**src/rtl/full_adder_pkg.sv**
```systemverilog
// Shared constants and golden-sum helper for the full_adder cell.
// Imported by full_adder and by benches that need a reference sum.
package full_adder_pkg;

    localparam int FA_DEFAULT_WIDTH = 1;
    localparam int FA_MAX_WIDTH     = 64;

    // Returns {cout, sum} of a+b+c taken over w bits, packed into the low
    // w+1 bits of the result; upper bits are zero. Operand bits at or above
    // w are ignored.
    function automatic logic [FA_MAX_WIDTH:0] fa_ref(
        input logic [FA_MAX_WIDTH-1:0] a,
        input logic [FA_MAX_WIDTH-1:0] b,
        input logic                    c,
        input int unsigned             w
    );
        logic [FA_MAX_WIDTH:0] m;
        logic [FA_MAX_WIDTH:0] s;
        m = ({{FA_MAX_WIDTH{1'b0}}, 1'b1} << w) - 1'b1;
        s = ({1'b0, a} & m) + ({1'b0, b} & m) + {{FA_MAX_WIDTH{1'b0}}, c};
        s = s & ((m << 1) | {{FA_MAX_WIDTH{1'b0}}, 1'b1});
        return s;
    endfunction

endpackage

```
**src/rtl/full_adder_bit.sv**
```systemverilog
// Combinational 1-bit full-adder cell used as one link of the ripple chain.
// Ports: a, b operand bits; ci carry in; s sum bit; co carry out.
module full_adder_bit (
    input  logic a,
    input  logic b,
    input  logic ci,
    output logic s,
    output logic co
);

    assign s  = a ^ b ^ ci;
    assign co = (a & b) | (a & ci) | (b & ci);

endmodule

```
**src/rtl/full_adder.sv**
```systemverilog
// Registered WIDTH-bit ripple-carry adder: {cout,out} = in1+in2+cin, 1-cycle latency.
// Ports: clk, rst_n (async low), in_valid, in1, in2, cin -> out, cout, out_valid;
// ovf (signed overflow) only when FULL_ADDER_OVF_EN is defined.
module full_adder
    import full_adder_pkg::*;
#(
    parameter int WIDTH = FA_DEFAULT_WIDTH
) (
    input  logic             clk,
    input  logic             rst_n,
    input  logic             in_valid,
    input  logic [WIDTH-1:0] in1,
    input  logic [WIDTH-1:0] in2,
    input  logic             cin,
    output logic [WIDTH-1:0] out,
    output logic             cout,
`ifdef FULL_ADDER_OVF_EN
    output logic             ovf,
`endif
    output logic             out_valid
);

    logic [WIDTH:0]   c;
    logic [WIDTH-1:0] s;

    assign c[0] = cin;

    for (genvar i = 0; i < WIDTH; i++) begin : g_chain
        full_adder_bit u_bit (
            .a  (in1[i]),
            .b  (in2[i]),
            .ci (c[i]),
            .s  (s[i]),
            .co (c[i+1])
        );
    end

    always_ff @(posedge clk or negedge rst_n) begin
        if (!rst_n) begin
            out       <= '0;
            cout      <= 1'b0;
            out_valid <= 1'b0;
        end else begin
            out_valid <= in_valid;
            if (in_valid) begin
                out  <= s;
                cout <= c[WIDTH];
            end
        end
    end

`ifdef FULL_ADDER_OVF_EN
    // Signed overflow: carry into the sign bit differs from carry out of it.
    // For WIDTH=1 the carry into the sign bit is cin itself.
    always_ff @(posedge clk or negedge rst_n) begin
        if (!rst_n) begin
            ovf <= 1'b0;
        end else if (in_valid) begin
            ovf <= c[WIDTH] ^ c[WIDTH-1];
        end
    end
`endif

endmodule

```
**config.mk**
```make
export PLATFORM = sky130hd
export DESIGN_NAME = full_adder
export DESIGN_NICKNAME = d
export VERILOG_FILES = /design/src/rtl/full_adder_pkg.sv /design/src/rtl/full_adder_bit.sv /design/src/rtl/full_adder.sv
export SDC_FILE = /design/constraint.sdc
export NUM_CORES = 1
export LEC_CHECK = 0
export CAP_MARGIN = 20
export CORE_AREA = 10 10 47 49
export CTS_CLUSTER_SIZE = 14
export DETAILED_ROUTE_END_ITERATION = 7
export DIE_AREA = 0 0 57 59
export PLACE_DENSITY = 0.36
export SLEW_MARGIN = 40
export SYNTH_ARGS = -nofsm -noshare
export SYNTH_HDL_FRONTEND = slang
export SYNTH_SLANG_ARGS = --single-unit
```
**constraint.sdc**
```tcl
create_clock -name clk -period 1.78 [get_ports clk]
set_input_delay 0.356 -clock clk [delete_from_list [all_inputs] [get_ports clk]]
set_output_delay 0.356 -clock clk [all_outputs]
set_load 0.1 [all_outputs]
```
# Word level (Yosys, flattened, before mapping)
# Index checks and enable logic that the tools add are counted.
classes:
  n_bitwise: 7
op_table:
  columns: ["cell", "n"]
  rows:
  - ["1-bit bitwise AND", 3]
  - ["1-bit OR", 2]
  - ["1-bit XOR", 2]
totals:
  register_bits: 3
  input_bits: 6
  word_cells: 10

# Longest topological paths before layout
logic_depth:
  ltp_word: 3
  depth_mapped: 2
  ltp_nobuf: 2

# By module
# Synthesis repeated with hierarchy kept, for this count alone.
hier_totals:
  hier_cells: 6
  hier_area_um2: 117.6
modules_own_cells:
  columns: ["module", "n_inst", "area_per_inst_um2", "cells_per_inst"]
  rows:
  - ["full_adder", 1, 97.6, 5]
  - ["full_adder_bit", 1, 20.0, 1]

# Worst setup path before layout
# OpenSTA, ideal clock, no wires.
synth_path:
  path_kind: "register -> register"
  start: "reg cout (netlist name)"
  end: "reg cout"
  path_stages_with_launch: 2
  slack_ps: 524
  arrival_ps: 1130
  t_required_ps: 1655
  setup_time_ps: 125
  path_cell_list: "dfrtp_1 mux2_2"
synth_rtl:
  columns: ["item", "line_no", "rtl"]
  rows:
  - ["to (signal assigned)", "full_adder.sv:47", "cout <= c[WIDTH];"]
  - ["to (decl)", "full_adder.sv:16", "output logic cout,"]

# Final worst setup path
layout_path:
  start: "in in1"
  end: "reg out"
layout_between:
  elab_chain_cells: 2
layout_rtl:
  columns: ["item", "line_no", "rtl"]
  rows:
  - ["from (decl)", "full_adder.sv:12", "input logic [WIDTH-1:0] in1,"]
  - ["1-bit XOR (2 in a row)", "full_adder_bit.sv:11", "assign s = a ^ b ^ ci;"]
  - ["net g_chain[0].u_bit.s", "full_adder_bit.sv:7", "output logic s,"]
  - ["to (signal assigned)", "full_adder.sv:46", "out <= s;"]
  - ["to (decl)", "full_adder.sv:15", "output logic [WIDTH-1:0] out,"]
# The timed path passes the listed nets, and every way through them passes these cells.
# A chain may end at the register's enable or synchronous reset.

==> flow_metrics.tcl <==
set metrics [dict create \
    drive_above_1_share_pct 44.4 \
    status "complete, no violations" \
    timing.final.crit_share_pct 78.8 \
    synth_area_per_cell_um2 19.6 \
    drtPass1Iterations 1 \
    final.setup.tns_ps 0 \
    layout.nets 26 \
    clk_path_buf_depth 2 \
    wl_um 322 \
    max_freq_mhz 713 \
    synth_warnings 0 \
    num_vias 96 \
    criticalPathCategory "in -> reg" \
    ir_worst_vdd_mv 0.197 \
    clk_pin_slew_worst_paths_ps 40 \
    gr-total-overflow 0 \
    cap_violations 0 \
    cts-buffers-inserted 3 \
    slowest_stage "fa_1" \
    synth_top_cells_by_count "dfrtp_1, mux2_2, fa_1" \
    yosys-top-cells-area "dfrtp_1, mux2_2, fa_1" \
    cts-root-buf "clkbuf_4" \
    worst_pin_slew_ps 141 \
    reg2reg_depth 1 \
    synth-main-ff-cell "dfrtp_1" \
    finalHoldViolations 0 \
    p_seq_share_pct 26.3 \
    async_flop_share_pct 100 \
    cp.buffers_inverters 1 \
    cts_setup_buffers 0 \
    grt_max_degree 4 \
    r2r-start "cout" \
    start_util_pct 8.39 \
    seq_area_frac_synth_pct 63.8 \
    pwr-share-comb_pct 37.9 \
    ctsHtreeMaxLevel 1 \
    rsz0062_at_grt "false" \
    synth_nets 13 \
    place_congestion 0.556 \
    total_leakage_power_nw 0.113 \
    worstPathCellList "clkdlybuf4s50_1, fa_1, mux2_2" \
    p_per_area_mw_per_mm2 1200 \
    detail_route.vias_per_cell 2.82 \
    yosys.cell_count.top_type "dfrtp_1" \
    arrival_ps 1520 \
    cts_tree "yes" \
    die_width_um 57 \
    synth_edf_count 0 \
    synth.cell_area_um2 118 \
    port_buffers 8 \
    grt_pass1_vias 118 \
    swShare_pct 35.8 \
    worstHoldPathType "in -> async" \
    clock_sinks 3 \
    synth_top_area_share_pct 63.8 \
    ios 9 \
    diodes 0 \
    ys_ff_latch 3 \
    postRouteAntennaNets 0 \
    crit_fanout 1 \
    finalClockSkew_ps 0 \
    maxSlewViolCount 0 \
    synth.distinct_cells 3 \
    antenna_found_initial 0 \
    switching_power_mw 0.118 \
    internal_power_mw 0.211 \
    drtIter0Drc 0 \
    power.total_mw 0.329 \
    fp-row-count 14 \
    slew_headroom_pct 90.6 \
    cp-start-kind "input port" \
    post-route-min-period_ps 1400 \
    r2r_end "cout" \
    cts_resized 0 \
    holdWs_ps 306 \
    reg2reg_slack_ps 990 \
    fp.dieH_um 59 \
    synth_top_area_cell "dfrtp_1" \
    endpoint_kind "flip-flop" \
    pwr-share-clk_pct 35.8 \
    slowest_delay_ps 470 \
    syn_to_final_growth_pct 133 \
    finish.utilization_pct 19.6 \
    grt_pass1_wl_um 538 \
    drc 0 \
    setup_viol 0 \
    post_drt_wl_per_cell_um 9.47 \
    core_area_mm2 0.00140 \
    clkLatencyLatePin_ps 230 \
    syn_inst 6 \
    cp_data_required_time_ps 1890 \
    dieArea_mm2 0.00336 \
    crit_family "adder cells" \
    hold_buffers 0 \
    grt_use_total_pct 2.59 \
]
==> state kept, by name, indices dropped and copies added, names as in the netlist <==
| name | cells |
|---|---|
| out_valid | 1 |
| cout | 1 |
| out | 1 |
==> power by group through the flow <==
stage | Combinational, mW | Clock (mW) | Sequential [mW]
floorplan | 0.00905 | 0 | 0.145
global placement | 0.125 | 0 | 0.0870
detailed placement | 0.126 | 0 | 0.0879
CTS | 0.126 | 0.125 | 0.0869
global route | 0.129 | 0.134 | 0.0877
finish | 0.125 | 0.118 | 0.0866
==> layout make-up <==
type                            instances  area, µm²
Sequential cell                         3       75.1
Multi-Input combinational cell          3       42.5
Timing Repair Buffer                    8        110
Tap cell                               16       20.0
Fill cell                             163       1130
Clock buffer                            4       26.3
==> routing by layer <==
layer  track usage (%)  up-vias  share of wire (%)
met1              2.01       43                 41
met4              4.03        0                  0
met2              1.71        9                 27
li1                  -       44                  -
met5                 0        -                  0
met3              4.29        0                 31
==> worst max-delay path by stage <==
stage,start,endpoint,slack [ps],cells after the start
finish,in1,out,380,3
global route,in1,out,360,3
CTS,in1,out,380,3
detailed placement,in1,out,130,3
global placement,in1,out,140,3
floorplan,cout,cout,520,1
==> placed cells by master (no fill, tap or decap) <==
| master | instances |
|---|---|
| dfrtp_1 | 3 |
| clkbuf_1 | 1 |
| mux2_2 | 2 |
| fa_1 | 1 |
| clkdlybuf4s50_1 | 5 |
| buf_12 | 3 |
| clkbuf_4 | 3 |
==> through the flow <==
step / cells / instance area (µm²) / worst slack (ps)
4_1_cts: 34 / 274 / 380
3_5_place_dp: 30 / 248 / 133
2_1_floorplan: 6 / 118 / 524
3_3_place_gp: 30 / 248 / 143
6_report: 34 / 274 / 377
5_1_grt: 34 / 274 / 357
==> logic make-up after synthesis <==
group / Yosys count / synth area share, %
flip-flops: 3 / 63.8
adder cells (fa/ha/maj): 1 / 17.0
multiplexers: 2 / 19.1
No activity file was read; power rests on OpenSTA's default activity.
